===== src/rtl/tocador_pkg.sv =====
// Shared types and constants for the note-sequence player.
// Optional feature macro used by this slice: TOCADOR_RETEM_EN (retain buffer, limpa port).
package tocador_pkg;

    typedef enum logic [1:0] {
        OCIOSO = 2'd0,
        TOCA   = 2'd1,
        PAUSA  = 2'd2,
        FIM    = 2'd3
    } estado_t;

    localparam logic [3:0] NOTA_125HZ = 4'b0001;
    localparam logic [3:0] NOTA_250HZ = 4'b0010;
    localparam logic [3:0] NOTA_333HZ = 4'b0100;
    localparam logic [3:0] NOTA_500HZ = 4'b1000;
    localparam logic [3:0] SILENCIO   = 4'b0000;

    // A note code is usable only when exactly one bit is set.
    function automatic logic nota_valida(input logic [3:0] nota);
        return (nota != 4'b0000) && ((nota & (nota - 4'd1)) == 4'b0000);
    endfunction

endpackage


===== src/rtl/fila_notas.sv =====
// Synchronous note FIFO. Besides normal push/pop it keeps a separate read
// index (r_idx) that can be rewound to the oldest entry and stepped forward,
// which lets the player replay the buffer without consuming it.
module fila_notas #(
    parameter int DEPTH = 16
) (
    input  logic                         clock,
    input  logic                         reset,
    input  logic                         i_push,
    input  logic [3:0]                   i_dado,
    input  logic                         i_pop,
    input  logic                         i_avanca,
    input  logic                         i_rebobina,
    input  logic                         i_limpa,
    output logic [3:0]                   o_primeira,
    output logic [3:0]                   o_cabeca,
    output logic [$clog2(DEPTH+1)-1:0]   o_qtd,
    output logic                         o_cheio,
    output logic                         o_vazio,
    output logic                         o_restam
);

    localparam int AW = $clog2(DEPTH);
    localparam int CW = $clog2(DEPTH + 1);

    logic [3:0]    r_mem [DEPTH];
    logic [AW-1:0] r_rd;
    logic [AW-1:0] r_wr;
    logic [AW-1:0] r_idx;
    logic [CW-1:0] r_qtd;
    logic [CW-1:0] r_lidos;
    logic          w_push_ok;
    logic          w_pop_ok;

    // Clearing the buffer takes priority over any push or pop in the same cycle.
    assign w_push_ok = i_push && !i_limpa && (r_qtd != CW'(DEPTH));
    assign w_pop_ok  = i_pop  && !i_limpa && (r_qtd != '0);

    // Note storage; contents are only meaningful between the read and write pointers.
    always_ff @(posedge clock) begin
        if (w_push_ok) begin
            r_mem[r_wr] <= i_dado;
        end
    end

    // Pointers, count and the replay index; pointers wrap naturally since DEPTH is a power of two.
    always_ff @(posedge clock) begin
        if (reset || i_limpa) begin
            r_rd    <= '0;
            r_wr    <= '0;
            r_idx   <= '0;
            r_qtd   <= '0;
            r_lidos <= '0;
        end else begin
            if (w_push_ok) begin
                r_wr <= r_wr + AW'(1);
            end
            if (w_pop_ok) begin
                r_rd <= r_rd + AW'(1);
            end
            case ({w_push_ok, w_pop_ok})
                2'b10:   r_qtd <= r_qtd + CW'(1);
                2'b01:   r_qtd <= r_qtd - CW'(1);
                default: r_qtd <= r_qtd;
            endcase
            if (i_rebobina) begin
                r_idx   <= r_rd;
                r_lidos <= '0;
            end else if (i_avanca) begin
                r_idx   <= r_idx + AW'(1);
                r_lidos <= r_lidos + CW'(1);
            end
        end
    end

    assign o_primeira = r_mem[r_rd];
    assign o_cabeca   = r_mem[r_idx];
    assign o_qtd      = r_qtd;
    assign o_cheio    = (r_qtd == CW'(DEPTH));
    assign o_vazio    = (r_qtd == '0);
    assign o_restam   = (r_lidos != r_qtd);

endmodule


===== src/rtl/tocador_sequencia.sv =====
// Note-sequence player feeding the buzzer tone generator. Buffers one-hot
// notes and plays them back as TEMPO_NOTA cycles of tone followed by
// TEMPO_PAUSA silent cycles each.
// Optional feature macro: TOCADOR_RETEM_EN -- playback does not consume the
// buffer, every start replays from the oldest note, and a limpa port clears it.
module tocador_sequencia
    import tocador_pkg::*;
#(
    parameter int DEPTH       = 16,
    parameter int TEMPO_NOTA  = 500,
    parameter int TEMPO_PAUSA = 100
) (
    input  logic                         clock,
    input  logic                         reset,
    input  logic                         escreve,
    input  logic [3:0]                   nota,
    input  logic                         iniciar,
`ifdef TOCADOR_RETEM_EN
    input  logic                         limpa,
`endif
    output logic                         conta,
    output logic [3:0]                   seletor,
    output logic                         ocupado,
    output logic                         fim,
    output logic                         cheio,
    output logic                         vazio,
    output logic [$clog2(DEPTH+1)-1:0]   qtd
);

    localparam int MAXT = (TEMPO_NOTA > TEMPO_PAUSA) ? TEMPO_NOTA : TEMPO_PAUSA;
    localparam int TW   = (MAXT > 1) ? $clog2(MAXT) : 1;

`ifdef TOCADOR_RETEM_EN
    localparam bit RETEM = 1'b1;
`else
    localparam bit RETEM = 1'b0;
`endif

    estado_t       r_estado;
    estado_t       w_prox;
    logic [TW-1:0] r_timer;
    logic          r_conta;
    logic [3:0]    r_seletor;
    logic          r_ocupado;
    logic          r_fim;

    logic          w_limpa;
    logic          w_escrita_ok;
    logic          w_avanca;
    logic          w_rebobina;
    logic          w_pop;
    logic          w_ha_mais;
    logic          w_restam;
    logic [3:0]    w_primeira;
    logic [3:0]    w_cabeca;
    logic [3:0]    w_seletor_prox;

`ifdef TOCADOR_RETEM_EN
    assign w_limpa = limpa && (r_estado == OCIOSO);
`else
    assign w_limpa = 1'b0;
`endif

    assign w_escrita_ok = escreve && (r_estado == OCIOSO) && nota_valida(nota)
                          && !cheio && !w_limpa;

    // In retain mode the buffer is only walked, never popped.
    assign w_pop     = w_avanca && !RETEM;
    assign w_ha_mais = RETEM ? w_restam : !vazio;

    fila_notas #(
        .DEPTH(DEPTH)
    ) u_fila (
        .clock      (clock),
        .reset      (reset),
        .i_push     (w_escrita_ok),
        .i_dado     (nota),
        .i_pop      (w_pop),
        .i_avanca   (w_avanca),
        .i_rebobina (w_rebobina),
        .i_limpa    (w_limpa),
        .o_primeira (w_primeira),
        .o_cabeca   (w_cabeca),
        .o_qtd      (qtd),
        .o_cheio    (cheio),
        .o_vazio    (vazio),
        .o_restam   (w_restam)
    );

    // Next-state logic plus the note to show next; a note written in the start cycle is bypassed straight to seletor.
    always_comb begin
        w_prox         = r_estado;
        w_avanca       = 1'b0;
        w_rebobina     = 1'b0;
        w_seletor_prox = SILENCIO;
        case (r_estado)
            OCIOSO: begin
                if (iniciar) begin
                    w_rebobina = 1'b1;
                    w_prox     = ((!vazio && !w_limpa) || w_escrita_ok) ? TOCA : FIM;
                end
            end
            TOCA: begin
                if (r_timer == TW'(TEMPO_NOTA - 1)) begin
                    w_prox   = PAUSA;
                    w_avanca = 1'b1;
                end
            end
            PAUSA: begin
                if (r_timer == TW'(TEMPO_PAUSA - 1)) begin
                    w_prox = w_ha_mais ? TOCA : FIM;
                end
            end
            FIM: begin
                w_prox = OCIOSO;
            end
            default: begin
                w_prox = OCIOSO;
            end
        endcase
        if (w_prox == TOCA) begin
            case (r_estado)
                OCIOSO:  w_seletor_prox = vazio ? nota : w_primeira;
                PAUSA:   w_seletor_prox = w_cabeca;
                default: w_seletor_prox = r_seletor;
            endcase
        end
    end

    // State register and phase timer; the timer restarts from zero on every state change.
    always_ff @(posedge clock) begin
        if (reset) begin
            r_estado <= OCIOSO;
            r_timer  <= '0;
        end else begin
            r_estado <= w_prox;
            if ((w_prox != r_estado) || (r_estado == OCIOSO)) begin
                r_timer <= '0;
            end else begin
                r_timer <= r_timer + TW'(1);
            end
        end
    end

    // Registered outputs decoded from the upcoming state so they line up with it cycle for cycle.
    always_ff @(posedge clock) begin
        if (reset) begin
            r_conta   <= 1'b0;
            r_seletor <= SILENCIO;
            r_ocupado <= 1'b0;
            r_fim     <= 1'b0;
        end else begin
            r_conta   <= (w_prox == TOCA);
            r_seletor <= w_seletor_prox;
            r_ocupado <= (w_prox != OCIOSO);
            r_fim     <= (w_prox == FIM);
        end
    end

    assign conta   = r_conta;
    assign seletor = r_seletor;
    assign ocupado = r_ocupado;
    assign fim     = r_fim;

endmodule

===== config.mk =====
export PLATFORM = sky130hd
export DESIGN_NAME = tocador_sequencia
export DESIGN_NICKNAME = d
export VERILOG_FILES = /design/src/rtl/tocador_pkg.sv /design/src/rtl/fila_notas.sv /design/src/rtl/tocador_sequencia.sv
export SDC_FILE = /design/constraint.sdc
export NUM_CORES = 1
export LEC_CHECK = 0
export CAP_MARGIN = 20
export CELL_PAD_IN_SITES_DETAIL_PLACEMENT = 0
export CELL_PAD_IN_SITES_GLOBAL_PLACEMENT = 1
export CORE_ASPECT_RATIO = 1.25
export CORE_MARGIN = 3
export CORE_UTILIZATION = 47
export CTS_BUF_LIST = sky130_fd_sc_hd__clkbuf_4 sky130_fd_sc_hd__clkbuf_8
export DETAILED_ROUTE_END_ITERATION = 10
export HOLD_SLACK_MARGIN = 0.03
export PLACE_DENSITY = 0.82
export SLEW_MARGIN = 10
export SYNTH_ARGS = -nofsm -noshare
export SYNTH_HDL_FRONTEND = slang
export SYNTH_SLANG_ARGS = --single-unit
export TNS_END_PERCENT = 5

===== constraint.sdc =====
create_clock -name clock -period 2.8 [get_ports clock]
set_input_delay 0.42 -clock clock [delete_from_list [all_inputs] [get_ports clock]]
set_output_delay 0.42 -clock clock [all_outputs]
set_load 0.005 [all_outputs]

[Yosys cells after proc, flatten, opt, wreduce, memory -nomap -nowiden]
Memories as Yosys holds them, arrays and structs flattened. A register that Yosys moved wholly into a read port is not among the register bits.
Cells that the tools add are included.
W data, S select, Z words.
Operators by class
  $add $sub $neg: 7
  equal/unequal tests: 12
  muxes and demuxes: 21
  bitwise logic cells: 2
  reduce and logical (&&, ||, !) cells: 21
Operators by type and width (count)
  $mux W4: 7
  $add A4 B1 Y4 const B: 3
  $mux W2: 5
  $pmux W5 S2: 1
  $add A9 B1 Y9 const B: 1
  $eq A9 B7 Y1 const B: 1
  $eq A9 B9 Y1 const B: 1
  $eq A2 B2 Y1 const B: 4
  $pmux W2 S4: 1
  $pmux W4 S2: 1
  $reduce_bool A2 Y1: 4
  $eq A2 B1 Y1 const B: 3
  $logic_and A1 B1 Y1: 6
  $mux W1: 6
  $add A5 B1 Y5 const B: 1
  $eq A5 B5 Y1 const B: 1
  $logic_not A5 Y1: 1
  $ne A5 B5 Y1 const B: 1
  $reduce_bool A5 Y1: 1
  $sub A5 B1 Y5 const B: 1
  $and A4 B4 Y4: 1
  $logic_not A4 Y1: 1
  $reduce_bool A4 Y1: 1
  $reduce_or A2 Y1: 2
  other kinds (6): 8
Storage, ports and cells
  flip-flop bits (word level): 35
  bits in writable memories: 64
  input bits: 8
  output and inout port bits: 14
  word-level logic and storage cells: 74
  memories kept: 1
Memories
  u_fila.r_mem: words 16, bits a word 4, read ports 2, clocked after Yosys merged registers in 2, wr ports 1, line fila_notas.sv:26  | logic [3:0] r_mem [DEPTH];

[Longest topological paths before layout]
  word-level depth: 13
  gate-level depth with buffers: 15
  mapped depth without buffers: 12

[By module]
Synthesis repeated with hierarchy kept, for this count alone.
Second synthesis, totals
  cell total of the unflattened synthesis: 428
  area total of the unflattened synthesis: 5366.4 um^2
By module, submodules not included
  fila_notas: times used 1, cells an instance 320, area each 4445.5 um^2, seq. area each 2522.4 um^2
  tocador_sequencia: times used 1, cells an instance 108, area each 920.9 um^2, seq. area each 360.3 um^2

[Worst setup path after synthesis]
OpenSTA, ideal clock, no wires.
  path type: reg2reg
  from: reg r_estado[1]
  to: reg u_fila.r_qtd[4] (netlist: u_fila.o_qtd[4])
  library setup time: 0.070 ns
  data arrival time: 2.806 ns
  required time: 2.730 ns
  path slack: -0.076 ns
  cell stages (with the launch flop): 16
  buffers on the path: 3
  period minus slack after synthesis: 2.876 ns
  path through: dfxtp_1 buf_6 nor2_1 and3_1 o211a_1 clkbuf_8 inv_1 ha_1 clkbuf_1 xor2_1 ha_1 nand2_1 a221oi_1 a211o_1 or3_1 a21oi_1
On the way
  longest elaborated chain between the ends: 7
  elaborated cells on any way between the ends: 12
  classes of those cells: eq/ne (3); mux (2); reduce/logical (7)
RTL lines
  start, declared: line tocador_sequencia.sv:39  | estado_t r_estado;
  start signal, assigned: line tocador_sequencia.sv:136  | r_estado <= w_prox;
  $logic_not A2 Y1: line tocador_sequencia.sv:64  | assign w_escrita_ok = escreve && (r_estado == OCIOSO) && nota_valida(nota)
  $logic_and A1 B1 Y1 (2 in a row): line tocador_sequencia.sv:64
  $logic_and A1 B1 Y1: line tocador_sequencia.sv:65  | && !cheio && !w_limpa;
  $logic_and A1 B1 Y1: line fila_notas.sv:36  | assign w_push_ok = i_push && !i_limpa && (r_qtd != CW'(DEPTH));
  $eq A2 B1 Y1 / $eq A2 B2 Y1 (equally long branches): line fila_notas.sv:61  | case ({w_push_ok, w_pop_ok})
  $pmux W5 S2 / $reduce_bool A2 Y1 (equally long branches)
  end signal, assigned: line fila_notas.sv:62  | 2'b10: r_qtd <= r_qtd + CW'(1);
  end signal, assigned: line fila_notas.sv:63  | 2'b01: r_qtd <= r_qtd - CW'(1);
  end signal, assigned: line fila_notas.sv:64  | default: r_qtd <= r_qtd;
  end, declared: line fila_notas.sv:30  | logic [CW-1:0] r_qtd;
Parallel ways exist; a longest one is shown, timed or not.
A chain may end at the register's enable or synchronous reset.

[Final worst setup path]
  from: in nota[2]
  to: reg u_fila.r_qtd[4] (netlist: u_fila.o_qtd[4])
On the way
  longest elaborated chain between the ends: 9
  elaborated cells on any way between the ends: 12
  classes of those cells: add/sub (1); eq/ne (2); mux (1); bitwise (1); reduce/logical (7)
RTL lines
  start, declared: line tocador_sequencia.sv:16  | input logic [3:0] nota,
  $sub A4 B1 Y4: line tocador_pkg.sv:20  | return (nota != 4'b0000) && ((nota & (nota - 4'd1)) == 4'b0000);
  $and A4 B4 Y4: line tocador_pkg.sv:20
  $logic_not A4 Y1: line tocador_pkg.sv:20
  $logic_and A1 B1 Y1 *: line tocador_pkg.sv:20
  $logic_and A1 B1 Y1 *: line tocador_sequencia.sv:64
  $logic_and A1 B1 Y1 *: line tocador_sequencia.sv:65
  $logic_and A1 B1 Y1 *: line fila_notas.sv:36
  $eq A2 B1 Y1 / $eq A2 B2 Y1 (equally long branches): line fila_notas.sv:61
  $pmux W5 S2 / $reduce_bool A2 Y1 (equally long branches)
Mark *: on every way between the ends. The rest lies on a longest branch, timed or not.

==> impl_results.md <==
* WL/cell at approximately 20 um
* Final core utilization at 56.61%
* R2r setup slk at 0.18 ns
* Initial antenna violation count at 0
* Mapped Cells at 378
* Clk_skew at about 0.015 ns
* Clock period minus worst slack at 2.713 ns
* Final hold violation count at 0
* Layout cell share with drive strength beyond 1 at 24.42%
* Netlist cell types at 58
* Hold_buf cts at 0
* Largest net degree at the start of global routing at 21
* Clock Root Buffer: clkbuf_8
* Synthesis-stage register bit count at 107
* Endpoints failing setup at 0
* IO Pins at 22
* CORE AREA at about 0.01 mm2
* WL final at 11200 um
* Max-slew violations at 0
* Post-Syn Area at 0.005031 mm2
* Leakage Power at 1.972 nW
* Antenna Cells at 0
* Pwr Total at approximately 3.3 mW
* Multi-input logic area at 0.002121 mm2
* Register clock-pin slew on the reported worst setup and hold paths at 0.11 ns
* Routability cong. at 0.8251
* First-pass GRT wire length at 18040 um
* Drt drc at 0
* Deepest clock path buffer count at 2
* H-Tree Depth at 3
* Die area at 0.01199 mm2
* Final period util at 96.88%
* Pwr Density at between 500 and 600 mW/mm2
* First-pass DRT Iterations at 4
* Post-route antenna net violation count at 0
* GRT overflow at 0
* Register area at 0.002783 mm2
* Max-cap violations at 0
* Sink Count at about 110
* Worst Setup Start Kind: input port
* Async S/R FF share, synth at 0%
* Worst Path Required at between 3 and 4 ns
* DR vias/cell at 5.834
* Layout area overhead at 15.44%
* Critical path class: in2reg
* Fill cells at between 800 and 900
* Max frequency at 0.3686 GHz
* Primary FF master, synth: edfxtp_1
* Initial Util at 49.04%
* Cts bufs inserted at 9
* Sequential share of the synthesized area at 55.31%
* Nets at 443
* CTS tree: built
* Crit. End Element: flop
* Crit path arrival time at 3.03 ns
* Buffers on Ports at 21
* Worst min path class: reg2reg
* Clk_lat worst skew at approximately 0.37 ns
* Total GRT Usage at between 15 and 20%
* Die X at a little under 100 um
* Post-CTS setup buffer count at 0
* Die Y at 121.7 um
* Relative slew slack at ~47%
* Post-synth EDFFs at 64
* VDD IR max at roughly 0.28 mV
* Status: completed
* Most common cell after layout, fill and taps aside: edfxtp_1
* Commonest non-fill, non-tap cells in the layout: edfxtp_1 (64), dfxtp_1 (43), nor2_1 (41)
* Vias at 3261
* Syn nets at 396
* Row count at 41
* YS warnings at 0
* Syn avg cell area at 13.31 um2
* DP HPWL at 8519 um
* Crit path max fanout at 4
* Total negative slack at 0 ns
* Vias in the first global route at 3404
* Slew @ Worst Pin at about 0.80 ns
* Drt first-iter violations at ~200
-- cells by family (layout without fill, tap and decap cells) --
kind of cell	Yosys count	in the layout	share of synthesized area, %
AND/OR/NAND/NOR	115	115	11.46
flip-flops	107	107	55.31
AO/OA/AOI/OAI	52	52	7.660
multiplexers	43	43	16.61
buffers and inverters	33	85	3.333
XOR/XNOR	18	18	3.134
adder cells (fa/ha/maj)	10	10	2.487
-- power by group --
group          switching [mW]  internal, mW  total, mW
registers              0.0477          1.72       1.77
logic                   0.243         0.244      0.487
clock network           0.569         0.437       1.01
total                   0.860          2.40       3.26
-- cell usage after synthesis (3+ instances only) --
cell	instances	share of area [%]
edfxtp_1	64	38
dfxtp_1	43	17
nor2_1	42	3.1
mux4_2	32	14
nand2_1	19	1.4
xor2_1	12	2.1
nand3_1	11	1.1
clkbuf_1	10	0.75
ha_1	10	2.5
inv_1	10	0.75
a22oi_1	8	1.2
nor3_1	8	0.80
a211oi_1	7	1.0
a21oi_1	7	0.70
mux2i_1	7	1.4
and3_1	6	0.75
xnor2_1	6	1.0
buf_2	5	0.50
o211ai_1	5	0.75
a32oi_1	4	0.70
and3_2	4	0.60
mux2_2	4	0.90
o21ai_0	4	0.40
or3_1	4	0.50
nand2b_1	3	0.37
-- sequential cells by signal (all words and copies together), names as in the netlist, 2 cells and up, named ones only --
name	flops
r_estado	2
r_timer	9
seletor	4
u_fila.o_qtd	5
u_fila.r_idx	4
u_fila.r_mem	64
u_fila.r_rd	4
u_fila.r_wr	4
-- metrics by stage --
step	instances	hold WS [ns]	worst slack [ns]	instance area (um2)
floorplan	378	0.4302	0.03541	5041
global placement	543	0.4555	-0.3710	5563
detailed placement	543	0.4605	-0.4457	5563
CTS	559	0.4859	0.01743	5784
global route	559	0.5273	-0.03541	5808
finish	559	0.4792	0.08724	5808
-- worst paths after layout --
kind,from,to,depth (start not counted)
worst max-delay path,nota[2],u_fila.o_qtd[4]$_SDFFE_PP0P_,14
worst min-delay path,r_timer[0]$_SDFF_PP0_,r_timer[0]$_SDFF_PP0_,1
worst max register to register,u_fila.o_qtd[3]$_SDFFE_PP0P_,u_fila.o_qtd[4]$_SDFFE_PP0P_,12
worst min register to register,r_timer[0]$_SDFF_PP0_,r_timer[0]$_SDFF_PP0_,1
-- worst max-delay path: stages --
cell and delay [ns]:
clkdlybuf4s50_1 0.46, buf_4 0.16, nand2_1 0.07, and3_1 0.21, o211a_4 0.19, inv_1 0.05
ha_2 0.20, xor2_1 0.17, ha_1 0.21, nand2_1 0.07, a221oi_1 0.06, a211o_1 0.28
or3_1 0.34, a21oi_1 0.14
-- layout make-up --
class,count,area share [%]
inverter,11,0.7109
timing repair buffer,58,8.423
sequential,107,47.91
multi-input combinational,238,36.51
tap,129,2.779
clock buffer,9,2.133
clock inverter,7,1.530
-- routing by layer --
layer	GRT usage [%]	up-vias	share of wire (%)
li1	-	1545	-
met1	23.05	1603	40
met2	34.98	89	52
met3	3.551	24	4.2
met4	8.284	0	3.6
met5	0	-	0
-- timing repair --
item / 4_1_cts / 5_1_grt
pin swaps: 2 / 2
gates resized for setup: 3 / 5
endpoints found under the setup margin: 2 / 2
Power figures use the tool's default switching activity.
